`src/rtl/baseaddr_loop_pn_if.sv`:
```
// Bundle between the frame-buffer pointer arbiter, the write DMA and the read channels.
// The master side drives vsync/enable/reader pointers; the arbiter is the slave.
interface baseaddr_loop_pn_if #(
    parameter int unsigned NBUF = 5,
    parameter int unsigned NRD  = 3
);
    logic                 enable;
    logic                 wr_vs;
    logic [NRD*NBUF-1:0]  rd_curr_point;
    logic [NBUF-1:0]      wr_current_point;
    logic [NBUF-1:0]      last_done_point;
    logic                 last_valid;
    logic                 frame_drop;
    logic [15:0]          frame_cnt;
    logic [15:0]          drop_cnt;

    modport master (
        output enable, wr_vs, rd_curr_point,
        input  wr_current_point, last_done_point, last_valid, frame_drop, frame_cnt, drop_cnt
    );

    modport slave (
        input  enable, wr_vs, rd_curr_point,
        output wr_current_point, last_done_point, last_valid, frame_drop, frame_cnt, drop_cnt
    );
endinterface

```
`src/rtl/baseaddr_loop_pn.sv`:
```
// Frame-buffer pointer arbiter: on each write-vsync edge, moves the writer to a buffer that
// neither it nor any reader holds, and publishes the last completed frame to the readers.
module baseaddr_loop_pn #(
    parameter int unsigned NBUF = 5,
    parameter int unsigned NRD  = 3,
    parameter int unsigned RR   = 1
) (
    input logic               wclk,
    input logic               wrst_n,
    baseaddr_loop_pn_if.slave bus_io
);
    localparam int unsigned IW = (NBUF > 1) ? $clog2(NBUF) : 1;
    localparam logic [NBUF-1:0] CurRst = NBUF'(1);

    logic            vs_q1, vs_q2, rise;
    logic [NBUF-1:0] free_q, rd_busy, sel;
    logic [NBUF-1:0] cur_q, cur_d, last_q, last_d;
    logic [IW-1:0]   cur_idx, scan_idx;
    logic            valid_q, valid_d, started_q, started_d;
    logic            accept, refuse;
    logic [15:0]     frame_cnt_q, frame_cnt_d, drop_cnt_q, drop_cnt_d;

    assign rise   = vs_q1 & ~vs_q2;
    assign accept = rise & (|sel);
    assign refuse = rise & ~(|sel);

    always_comb begin
        rd_busy = '0;
        for (int i = 0; i < NRD; i++) begin
            rd_busy |= bus_io.rd_curr_point[i*NBUF +: NBUF];
        end
    end

    always_comb begin
        cur_idx = '0;
        for (int i = 0; i < NBUF; i++) begin
            if (cur_q[i]) cur_idx = IW'(i);
        end
    end

    // Rotating search begins just past the current buffer so buffers are reused evenly.
    always_comb begin
        sel      = '0;
        scan_idx = '0;
        if (RR != 0) begin
            for (int unsigned s = 1; s <= NBUF; s++) begin
                scan_idx = IW'((32'(cur_idx) + s) % NBUF);
                if (sel == '0 && free_q[scan_idx]) sel[scan_idx] = 1'b1;
            end
        end else begin
            for (int i = 0; i < NBUF; i++) begin
                if (sel == '0 && free_q[i]) sel[i] = 1'b1;
            end
        end
    end

    always_comb begin
        cur_d       = cur_q;
        last_d      = last_q;
        valid_d     = valid_q;
        started_d   = started_q;
        frame_cnt_d = frame_cnt_q;
        drop_cnt_d  = drop_cnt_q;
        if (accept) begin
            cur_d       = sel;
            last_d      = cur_q;
            // The frame in progress at reset is partial, so it never counts as complete.
            valid_d     = started_q;
            started_d   = 1'b1;
            frame_cnt_d = frame_cnt_q + 16'd1;
        end
        if (refuse && drop_cnt_q != 16'hffff) begin
            drop_cnt_d = drop_cnt_q + 16'd1;
        end
    end

    always_ff @(posedge wclk or negedge wrst_n) begin
        if (!wrst_n) begin
            vs_q1       <= 1'b0;
            vs_q2       <= 1'b0;
            free_q      <= '0;
            cur_q       <= CurRst;
            last_q      <= '0;
            valid_q     <= 1'b0;
            started_q   <= 1'b0;
            frame_cnt_q <= '0;
            drop_cnt_q  <= '0;
        end else begin
            vs_q1       <= bus_io.wr_vs & bus_io.enable;
            vs_q2       <= vs_q1;
            free_q      <= ~(cur_q | rd_busy);
            cur_q       <= cur_d;
            last_q      <= last_d;
            valid_q     <= valid_d;
            started_q   <= started_d;
            frame_cnt_q <= frame_cnt_d;
            drop_cnt_q  <= drop_cnt_d;
        end
    end

    assign bus_io.wr_current_point = cur_q;
    assign bus_io.last_done_point  = last_q;
    assign bus_io.last_valid       = valid_q;
    assign bus_io.frame_drop       = refuse;
    assign bus_io.frame_cnt        = frame_cnt_q;
    assign bus_io.drop_cnt         = drop_cnt_q;
endmodule

```
`src/flat_wrapper.sv`:
```
// flat-port wrapper written by rule: the top's interface ports become plain ports
module baseaddr_loop_pn_flat 
#(
    parameter int unsigned NBUF = 5,
    parameter int unsigned NRD  = 3,
    parameter int unsigned RR   = 1
)
  (wclk, wrst_n, bus_io_enable, bus_io_wr_vs, bus_io_rd_curr_point, bus_io_wr_current_point, bus_io_last_done_point, bus_io_last_valid, bus_io_frame_drop, bus_io_frame_cnt, bus_io_drop_cnt);
  baseaddr_loop_pn_if #(.NBUF(NBUF), .NRD(NRD)) bus_io_i ();
  input logic wclk;
  input logic wrst_n;
  input wire logic [$bits(bus_io_i.enable)-1:0] bus_io_enable;
  input wire logic [$bits(bus_io_i.wr_vs)-1:0] bus_io_wr_vs;
  input wire logic [$bits(bus_io_i.rd_curr_point)-1:0] bus_io_rd_curr_point;
  output wire logic [$bits(bus_io_i.wr_current_point)-1:0] bus_io_wr_current_point;
  output wire logic [$bits(bus_io_i.last_done_point)-1:0] bus_io_last_done_point;
  output wire logic [$bits(bus_io_i.last_valid)-1:0] bus_io_last_valid;
  output wire logic [$bits(bus_io_i.frame_drop)-1:0] bus_io_frame_drop;
  output wire logic [$bits(bus_io_i.frame_cnt)-1:0] bus_io_frame_cnt;
  output wire logic [$bits(bus_io_i.drop_cnt)-1:0] bus_io_drop_cnt;
  assign bus_io_i.enable = bus_io_enable;
  assign bus_io_i.wr_vs = bus_io_wr_vs;
  assign bus_io_i.rd_curr_point = bus_io_rd_curr_point;
  assign bus_io_wr_current_point = bus_io_i.wr_current_point;
  assign bus_io_last_done_point = bus_io_i.last_done_point;
  assign bus_io_last_valid = bus_io_i.last_valid;
  assign bus_io_frame_drop = bus_io_i.frame_drop;
  assign bus_io_frame_cnt = bus_io_i.frame_cnt;
  assign bus_io_drop_cnt = bus_io_i.drop_cnt;
  baseaddr_loop_pn #(.NBUF(NBUF), .NRD(NRD), .RR(RR)) u_core (.wclk(wclk), .wrst_n(wrst_n), .bus_io(bus_io_i));
endmodule
```
`config.mk`:
```
export PLATFORM = sky130hd
export DESIGN_NAME = baseaddr_loop_pn_flat
export DESIGN_NICKNAME = d
export VERILOG_FILES = /design/src/rtl/baseaddr_loop_pn_if.sv /design/src/rtl/baseaddr_loop_pn.sv /design/src/flat_wrapper.sv
export SDC_FILE = /design/constraint.sdc
export NUM_CORES = 1
export LEC_CHECK = 0
export CELL_PAD_IN_SITES_DETAIL_PLACEMENT = 2
export CELL_PAD_IN_SITES_GLOBAL_PLACEMENT = 2
export CORE_ASPECT_RATIO = 0.75
export CORE_MARGIN = 10
export CORE_UTILIZATION = 32
export DETAILED_ROUTE_END_ITERATION = 6
export GPL_TIMING_DRIVEN = 0
export PLACE_DENSITY = 0.89
export SYNTH_ARGS = -nofsm -noshare
export SYNTH_HDL_FRONTEND = slang
export SYNTH_SLANG_ARGS = --single-unit
```
`constraint.sdc`:
```
create_clock -name wclk -period 5.6 [get_ports wclk]
set_input_delay 0.84 -clock wclk [delete_from_list [all_inputs] [get_ports wclk]]
set_output_delay 0.84 -clock wclk [all_outputs]
set_load 0.005 [all_outputs]
```
* After elaboration in Yosys (flattened, before gate mapping)
Index checks and enable logic that the tools add are counted.
** Storage, ports and cells
- Flip-flop bits (word level) :: 51
- Logic and storage cells :: 90
** Operators by class
- Add/sub/neg operators :: 7
- Divide/modulo/power cells :: 5
- Order comparisons :: 10
- Equal/unequal tests :: 1
- Muxes and demuxes :: 29
- Bitwise logic cells :: 14
- Reduce and logical (&&, ||, !) cells :: 15
** Operators by type and width (number)
- modulo 32 x 3 -> 32 bit, second input constant :: 5
- OR 5 bit :: 7
- adder 16 x 1 -> 16 bit, second input constant :: 2
- two-way mux 5 bit :: 5
- zero test 5 bit :: 4
- < comparator 3 x 4 -> 1 bit, second input constant :: 5
- inequality test 16 bit, second input constant :: 1
- binary-select mux 1 bit (select 3 bit) :: 5
- demux 1 bit (select 3 bit) :: 5
- greater-or-equal comparator 3 x 1 -> 1 bit, second input constant :: 5
- two-way mux 1 bit :: 11
- logical AND 1 bit :: 10
- two-way mux 3 bit :: 3
- adder 3 x 2 -> 4 bit, second input constant :: 2
- adder 3 x 3 -> 4 bit, second input constant :: 2
- NOT 5 bit :: 1
- OR reduction 5 bit :: 1
- adder 3 x 1 -> 4 bit, second input constant :: 1
- AND 1 bit :: 4
- NOT 1 bit :: 2

* Logic depth before layout (Yosys ltp)
- Word-level depth :: 27
- Depth in mapped cells :: 19

* Worst setup path before layout
Ideal clock, no wire load.
- Kind :: flip-flop to output port
- From :: register u_core.cur_q[3] (netlist: u_core.bus_io.wr_current_point[3])
- To :: output bus_io_frame_drop
- Arrival time :: 4043 ps
- Data required time :: 4760 ps
- Setup slack :: 717 ps
- Cell stages (with the launch flop) :: 19
- Path buffers :: 5
- Cells stage by stage :: dfrtp_1 > buf_4 > clkbuf_1 > o21ai_0 > ha_1 > buf_2 > inv_1 > ha_1 > nor2b_2 > xnor2_2 > o21ai_1 > a2111o_1 > o211a_2 > a211oi_2 > o211ai_1 > or4_1 > buf_2 > buf_6 > inv_1
** Between the ends
- Longest elaborated chain between the ends :: 24
** RTL lines
- from (decl) :: RTL line baseaddr_loop_pn.sv:17 : logic [NBUF-1:0] cur_q, cur_d, last_q, last_d;
- from (signal assigned) :: RTL line baseaddr_loop_pn.sv:82 : cur_q <= CurRst;
- from (signal assigned) :: RTL line baseaddr_loop_pn.sv:92 : cur_q <= cur_d;
- two-way mux 3 bit (*) (2 in a row) :: RTL line baseaddr_loop_pn.sv:37 : if (cur_q[i]) cur_idx = IW'(i);
- adder 3 x 1 -> 4 bit :: RTL line baseaddr_loop_pn.sv:47 : scan_idx = IW'((32'(cur_idx) + s) % NBUF);
- modulo 32 x 3 -> 32 bit :: RTL line baseaddr_loop_pn.sv:47
- < comparator 3 x 4 -> 1 bit (not written as such) or greater-or-equal comparator 3 x 1 -> 1 bit (tied branches) :: RTL line baseaddr_loop_pn.sv:48 : if (sel == '0 && free_q[scan_idx]) sel[scan_idx] = 1'b1;
- logical AND 1 bit (not written as such) :: RTL line baseaddr_loop_pn.sv:48
- two-way mux 1 bit (not written as such) :: RTL line baseaddr_loop_pn.sv:48
- demux 1 bit (select 3 bit)
- two-way mux 5 bit :: RTL line baseaddr_loop_pn.sv:48
- [7 not listed]
- logical AND 1 bit :: RTL line baseaddr_loop_pn.sv:48
- two-way mux 5 bit :: RTL line baseaddr_loop_pn.sv:48
- zero test 5 bit :: RTL line baseaddr_loop_pn.sv:48
- logical AND 1 bit :: RTL line baseaddr_loop_pn.sv:48
- two-way mux 5 bit (*) :: RTL line baseaddr_loop_pn.sv:48
- OR reduction 5 bit (*) :: RTL line baseaddr_loop_pn.sv:25 : assign refuse = rise & ~(|sel);
- NOT 1 bit (*) :: RTL line baseaddr_loop_pn.sv:25
- AND 1 bit (*) :: RTL line baseaddr_loop_pn.sv:25
- to (decl) :: RTL line flat_wrapper.sv:18 : output wire logic [$bits(bus_io_i.frame_drop)-1:0] bus_io_frame_drop;
Every way passes the cells marked *; elsewhere a longest branch is shown, timed or not. The select of a mux whose other input is x is not followed.

* Final worst setup path
- From :: register u_core.cur_q[4] (netlist: u_core.bus_io.wr_current_point[4])
- To :: output bus_io_frame_drop
** Between the ends
- Longest elaborated chain between the ends :: 23
** RTL lines (RTL line)
- two-way mux 3 bit (*) :: baseaddr_loop_pn.sv:37
- adder 3 x 1 -> 4 bit :: baseaddr_loop_pn.sv:47
- modulo 32 x 3 -> 32 bit :: baseaddr_loop_pn.sv:47
- < comparator 3 x 4 -> 1 bit (not written as such) or greater-or-equal comparator 3 x 1 -> 1 bit (tied branches) :: baseaddr_loop_pn.sv:48
- logical AND 1 bit (not written as such) :: baseaddr_loop_pn.sv:48
- two-way mux 1 bit (not written as such) :: baseaddr_loop_pn.sv:48
- demux 1 bit (select 3 bit)
- two-way mux 5 bit :: baseaddr_loop_pn.sv:48
- [7 not listed]
- logical AND 1 bit :: baseaddr_loop_pn.sv:48
- two-way mux 5 bit :: baseaddr_loop_pn.sv:48
- zero test 5 bit :: baseaddr_loop_pn.sv:48
- logical AND 1 bit :: baseaddr_loop_pn.sv:48
- two-way mux 5 bit (*) :: baseaddr_loop_pn.sv:48
- OR reduction 5 bit (*) :: baseaddr_loop_pn.sv:25
- NOT 1 bit (*) :: baseaddr_loop_pn.sv:25
- AND 1 bit (*) :: baseaddr_loop_pn.sv:25
Marked as above.

==> impl.org <==
** Synthesis
- Synthesized netlist net count :: 336
- Flop and latch count out of synthesis :: 51
- A synthesized cell averages 10.13 um2.
- Post-synthesis instance total :: 310
- Most instantiated cells after synthesis :: sky130_fd_sc_hd__dfrtp_1, sky130_fd_sc_hd__nand2_1, sky130_fd_sc_hd__xor2_1, sky130_fd_sc_hd__nor2_1, sky130_fd_sc_hd__nor4_1
- sky130_fd_sc_hd__dfrtp_1 takes more of the synthesized area than any other cell.
- Synth async-reset ratio :: 1.000
- Fraction of post-synthesis cell area in the top cell type by area :: 0.3986
- In this run the cell area of the synthesized design comes to 3139 um2.
- Fraction of the yosys area taken by sequential cells :: 0.4069
- Cell with the most instances after synthesis :: sky130_fd_sc_hd__dfrtp_1
- For this run, the number of Yosys warnings is 0.
- Yosys mapped a number of flops with a built-in enable equal to 0.
- Largest cells by area after synthesis :: sky130_fd_sc_hd__dfrtp_1, sky130_fd_sc_hd__xor2_1, sky130_fd_sc_hd__nand2_1, sky130_fd_sc_hd__mux2_1, sky130_fd_sc_hd__ha_1
- Most frequently used flop master after synthesis :: sky130_fd_sc_hd__dfrtp_1
- Number of distinct library cells after synthesis :: 66

** Finish
- The filler cells instantiated in the layout total 1038.
- Synthesis-to-finish area growth :: 39.10%
- Final core occ :: 0.4540
- Nets :: 420
- Summing all flip-flop and latch instances after layout gives 1280 um2.
- Summing all multi-input logic gate instances after layout gives 1861 um2.
- Ratio of cells with drive above 1 in the final layout :: 0.2000

** Drt
- Routed WL per cell :: 24.49 um
- In the routed design, unresolved DRC markers number 0.
- Across all layers, the routed design uses 2942 vias.
- After the first detailed-routing iteration, the DRC count stood at 196.
- Dividing the detail-routed via count by the number of cells gives 5.572.
- Once detail routing completed, the nets flagged for antenna violations numbered 0.
- The pre-antenna-repair detailed-routing pass consisted of 4 iterations.
- Wire length reported by the detailed router :: 12930 um

** STA
- Setup violation total in the final timing report :: 0
- Across the routed clock network, the largest skew measured is 6.911 ps.
- Worst slew pin tran :: 894.5 ps
- Number of hold violations in the final report :: 0
- Worst hold margin :: 429.2 ps
- RSZ-0062 raised after global routing :: false
- Of the available clock period, the critical path in the final layout requires 0.9583.
- Maximum clock rate :: 186.3 MHz
- Max-slew violation count :: 0
- Measured against its own limit, the worst slew margin works out to 0.3987.
- For the finished layout, the period the worst path requires is 5366 ps.

** Floorplan
- Die extent in x :: 134.4 um
- Row count :: 31
- 63 I/O pins were placed.
- Initial cell density of the core :: 0.3264
- The die is 105.8 um tall.
- The total area inside the core boundary comes to 9619 um2.
- Die Area :: 14210 um2

** Critical path
- The signal on the critical path passes through buf_4, inv_6, o21ai_4, ha_4, buf_6, inv_6, ha_2, o21bai_1, a31oi_2, nand2_2, a2111o_1, o211a_4, a211oi_4, o211ai_1, or4_1, buf_6, buf_6, inv_1, dlymetal6s2s_1.
- Measured in cells, the most critical reg-to-reg path has a length of 19.
- Among cell families on the critical path, the largest total delay comes from compound AO/OA/AOI/OAI gates.
- The critical path contains buffers and inverters numbering 8 combined.
- Worst-case register-to-register setup slack :: 560 ps
- Critical path class :: reg -> out
- The cell that appears most often on the critical path is sky130_fd_sc_hd__buf_6.
- STA classifies the critical path endpoint as a primary output.
- The worst setup path is launched from a flip-flop.
- Biggest cell delay along the critical path :: 590 ps
- The worst register-to-register path ends at u_core.bus_io.frame_cnt[5].
- Worst Path Required :: 4760 ps
- Data arrives at the worst endpoint at 4530 ps.
- In this run the worst path has a maximum fanout of 10.
- Standard cell with the maximum stage delay on the critical path :: sky130_fd_sc_hd__or4_1
- The worst register-to-register path begins at u_core.bus_io.wr_current_point[4].

** Worst hold path
- In this run the most critical hold path is launched from u_core.vs_q1.
- Hold-critical path depth :: 0
- The tightest min-delay check is of the reg -> reg type.
- The worst hold path terminates at u_core.vs_q2.

** Place
- After legalization and detailed placement, the total HPWL measured 8692 um.
- Input and output buffers added on the ports amount to 62.
- The congestion estimate from routability-driven global placement came to 0.8935.

** CTS
- The root buffer cell chosen for the clock tree is sky130_fd_sc_hd__clkbuf_16.
- Clock-pin slew was measured on the worst setup and hold paths at 70 ps.
- Maximum root-to-sink buffer count :: 2
- After clock tree synthesis, the flow added hold-fix buffers numbering 0.
- Number of H-tree levels :: 2
- At the later pin of the worst-skew pair, clock insertion delay measures 300 ps.
- CTS saw 51 sinks.
- TritonCTS Buffers :: 5
- CTS tree :: done

** Power
- In this run the static leakage power is 1.873 nW.
- Pwr Total :: 0.002443 W
- Pwr dens :: 559.4 nW/um2
- Across the VDD grid, the largest voltage drop is 0.0001801 V.

** Job
- Total of max-cap violations :: 0

** Global routing
- Overall fraction of global-route tracks in use :: 0.1811
- Global-route wire length before repair :: 20460 um
- For this run the aggregate overflow at the end of global routing stands at 0.
- The via count of the first global-routing pass was 3376.
- Entering global routing, the biggest net connects 30 pins.
- The number of antenna violations at the first check in global routing was 1.

** Status
- The flow ran to the end, and the final reports show no timing, DRC or antenna violations.
-- worst register-to-register path, delay by kind of cell, from the launching register on --
| kind | cells | cell delay, ps |
|---|---|---|
| xor+xnor | 1 | 180 |
| compound gates | 7 | 1560 |
| buf+inv | 6 | 1160 |
| simple gates | 3 | 1130 |
| flops | 1 | 410 |
| fa+ha+maj | 2 | 480 |
-- cell usage in the layout (no fill, tap or decap), drive strengths merged, types with 6 or more instances in the layout --
master and instances:
clkdlybuf4s50 60, buf 23, ha 7, o211ai 6, dfrtp 50, o21ai 10, nor2 17, mux2 15
nor3 10, clkbuf 11, nand2b 7, nand2 25, inv 11, nand3 11, and3 6, nor4 19
a21oi 10, xor2 24
-- worst max path at each step --
| stage | slack (ps) | to | start | cells past startpoint |
|---|---|---|---|---|
| global placement | -580 | bus_io_frame_drop | u_core.bus_io.wr_current_point[3] | 19 |
| detailed placement | -770 | bus_io_frame_drop | u_core.bus_io.wr_current_point[3] | 19 |
| finish | 230 | bus_io_frame_drop | u_core.bus_io.wr_current_point[4] | 19 |
| global route | 60 | bus_io_frame_drop | u_core.bus_io.wr_current_point[3] | 20 |
| floorplan | 720 | bus_io_frame_drop | u_core.bus_io.wr_current_point[3] | 18 |
| CTS | 4 | bus_io_frame_drop | u_core.bus_io.wr_current_point[3] | 19 |
-- metrics by stage --
step,TNS [ps],cell area [um2],worst slack (ps),std cells
2_1_floorplan,0,3139,716.9,310
3_3_place_gp,-579.8,3925,-579.8,504
3_5_place_dp,-2075,3940,-773.1,505
4_1_cts,0,4309,4.059,523
5_1_grt,0,4367,60.68,528
6_report,0,4367,233.6,528
-- final cells by class --
class                      count  share of cell area
inverter                      11             0.01175
antenna                        1           0.0005731
tap                          132             0.03782
clock inverter                 3            0.003438
multi-input combinational    235              0.4261
sequential                    51              0.2931
clock buffer                   5             0.02865
buffer                        13             0.02837
timing repair buffer          77              0.1702
-- metal layers --
metal	vias to the layer above	part of all wire	GRT usage	routed length, um
met4	0	0.027	0.05349	350
li1	1311	-	-	-
met1	1526	0.43	0.2203	5513
met2	88	0.50	0.3155	6434
met5	-	0	0	0
met3	17	0.049	0.03653	633
-- repair_timing --
action / CTS / global route
buffers inserted: 10 / 4
setup endpoints to repair: 30 / 1
pin swaps: 9 / 6
gates resized for setup: 39 / 4
-- flip-flops by register name, indices dropped and copies added (netlist names), 5 cells and up --
register,count
u_core.free_q,5
u_core.bus_io.wr_current_point,5
u_core.bus_io.drop_cnt,16
u_core.bus_io.last_done_point,5
u_core.bus_io.frame_cnt,16
-- logic make-up after synthesis --
| kind of cell | after synthesis | share of synthesized area |
|---|---|---|
| buf+inv | 24 | 0.03627 |
| xor+xnor | 29 | 0.08330 |
| fa+ha+maj | 7 | 0.02790 |
| mux | 21 | 0.07693 |
| compound gates | 54 | 0.1295 |
| flops | 51 | 0.4069 |
| simple gates | 124 | 0.2391 |
-- report_power, final --
| part | internal [W] | leakage, nW | switching (W) |
|---|---|---|---|
| Clock | 0.000164 | 0.0734 | 0.000142 |
| Combinational | 0.000670 | 1.13 | 0.000954 |
| Sequential | 0.000436 | 0.672 | 0.0000769 |
| Total | 0.00127 | 1.87 | 0.00117 |
Note: power is estimated with default switching activity, not from simulation.
==> variant, RTL diff (same settings) <==
`NBUF` is set to 5 in 3 places; all go to 6.
--- a/src/rtl/baseaddr_loop_pn_if.sv
+++ b/src/rtl/baseaddr_loop_pn_if.sv
@@ -2,5 +2,5 @@
 // The master side drives vsync/enable/reader pointers; the arbiter is the slave.
 interface baseaddr_loop_pn_if #(
-    parameter int unsigned NBUF = 5,
+    parameter int unsigned NBUF = 6,
     parameter int unsigned NRD  = 3
 );
--- a/src/rtl/baseaddr_loop_pn.sv
+++ b/src/rtl/baseaddr_loop_pn.sv
@@ -2,5 +2,5 @@
 // neither it nor any reader holds, and publishes the last completed frame to the readers.
 module baseaddr_loop_pn #(
-    parameter int unsigned NBUF = 5,
+    parameter int unsigned NBUF = 6,
     parameter int unsigned NRD  = 3,
     parameter int unsigned RR   = 1
--- a/src/flat_wrapper.sv
+++ b/src/flat_wrapper.sv
@@ -2,5 +2,5 @@
 module baseaddr_loop_pn_flat 
 #(
-    parameter int unsigned NBUF = 5,
+    parameter int unsigned NBUF = 6,
     parameter int unsigned NRD  = 3,
     parameter int unsigned RR   = 1
Ports: changed (resized bus_io_last_done_point, bus_io_rd_curr_point and bus_io_wr_current_point); port bits go from 63 to 68. The function was not compared with the original's and may differ.
==> variant against the original RTL <==
The flow now finishes with violations (negative setup slack); register-to-register slack got worse by 1400 ps; worst setup slack got worse by 1200 ps; final area increased by 53%; final cell count increased by 51%; wire length increased by 140%; largest cell class unchanged; synthesized area increased by 34%; sequential cell count increased by 3; highest routed layer unchanged.
Power is left out: the tool's default activity adds up to more than one toggle a clock period on the data nets, which glitch-free logic cannot reach.
==> variant: results <==
metrics = {
    "outcome": {
        "status": "finished with violations",
        "violations": "negative setup slack",
    },
    "grt": {
        "use_met2_pct": 44.79,
        "grt_pass1_wl_mm": 37.30,
        "use_met3_pct": 7.228,
    },
    "synth": {
        "synthesis.nets": 512,
        "synthDistinctLibCells": 83,
        "synthAdderAreaFrac_pct": 3.873,
        "synth_compound_area_share_pct": 23.09,
        "synth-xor-area-share_pct": 7.060,
        "synth_seq_area_share_pct": 32.20,
    },
    "detailed_routing": {
        "via_per_inst": 6.980,
        "wl_per_cell_um": 39.20,
        "wl_met1_mm": 11.44,
        "drt_iter0_drc": 958,
    },
    "worst_setup_path": {
        "reg2reg_to": "u_core.bus_io.drop_cnt[6]$_DFFE_PN0P_",
        "r2r_setup_slack_ps": -870,
        "r2r_cells": 21,
        "cp.arrival_ps": 5730,
        "max_stage_delay_ps": 700,
    },
    "timing": {
        "hold_ws_ps": 458.6,
        "setup_viol": 47,
        "fin_ws_ps": -970.9,
    },
    "final_layout": {
        "antenna_cells": 0,
        "layout-drive-gt1-share_pct": 36.38,
        "final_nets": 658,
    },
    "clock_network": {
        "clk_latency_ps": 330,
    },
}
==> variant: cell types whose count changed after synthesis, moves of 10 or more <==
cell     change
nand3_1     +22
nor2_1      +10
xor2_1      -20
a21oi_1     +10
xnor2_1     +24
nand2_1     +15
a31oi_1     +10
==> variant: worst register-to-register path: cells and delay by family, from the launching register on <==
kind	cells	cell delay, ps
buffers and inverters	7	1310
AOI/OAI and AO/OA	5	1840
and+or+nand+nor	7	2210
adders and majority gates	1	360
xor gates and xnor gates	1	230
DFF	1	420
==> variant: area by class of cell <==
class / instances / area, um2 / share of cell area [%]
multi-input combinational: 380 / 3281 / 49.13
timing repair buffer: 148 / 1419 / 21.25
sequential: 54 / 1356 / 20.31
tap: 171 / 214.0 / 3.204
buffer: 19 / 160.2 / 2.398
clock buffer: 5 / 125.1 / 1.874
inverter: 15 / 73.82 / 1.105
clock inverter: 3 / 48.80 / 0.7307
==> variant: logic make-up after synthesis <==
logic type	Yosys count
buffers and inverters	43
DFF	54
adders and majority gates	13
and+or+nand+nor	190
AOI/OAI and AO/OA	128
muxes	16
xor gates and xnor gates	33
==> variant: repair_timing <==
item,CTS,global route
setup endpoints to repair,47,47
pin swaps,18,35
gates cloned,1,2
buffers inserted,35,48
resized for setup,58,110
==> variant: metrics by stage <==
step                instance area (um2)  util (%)  cells  setup TNS, ps  worst slack, ps
floorplan                          4284         -    477              0          0.01377
global placement                   5169     39.98    715         -14210            -1254
detailed placement                 5191     40.16    716         -25310            -1442
CTS                                5857     45.31    753          -1840           -546.8
global route                       6678     51.66    795         -29910           -985.5
finish                             6678     51.66    795         -28870           -970.9
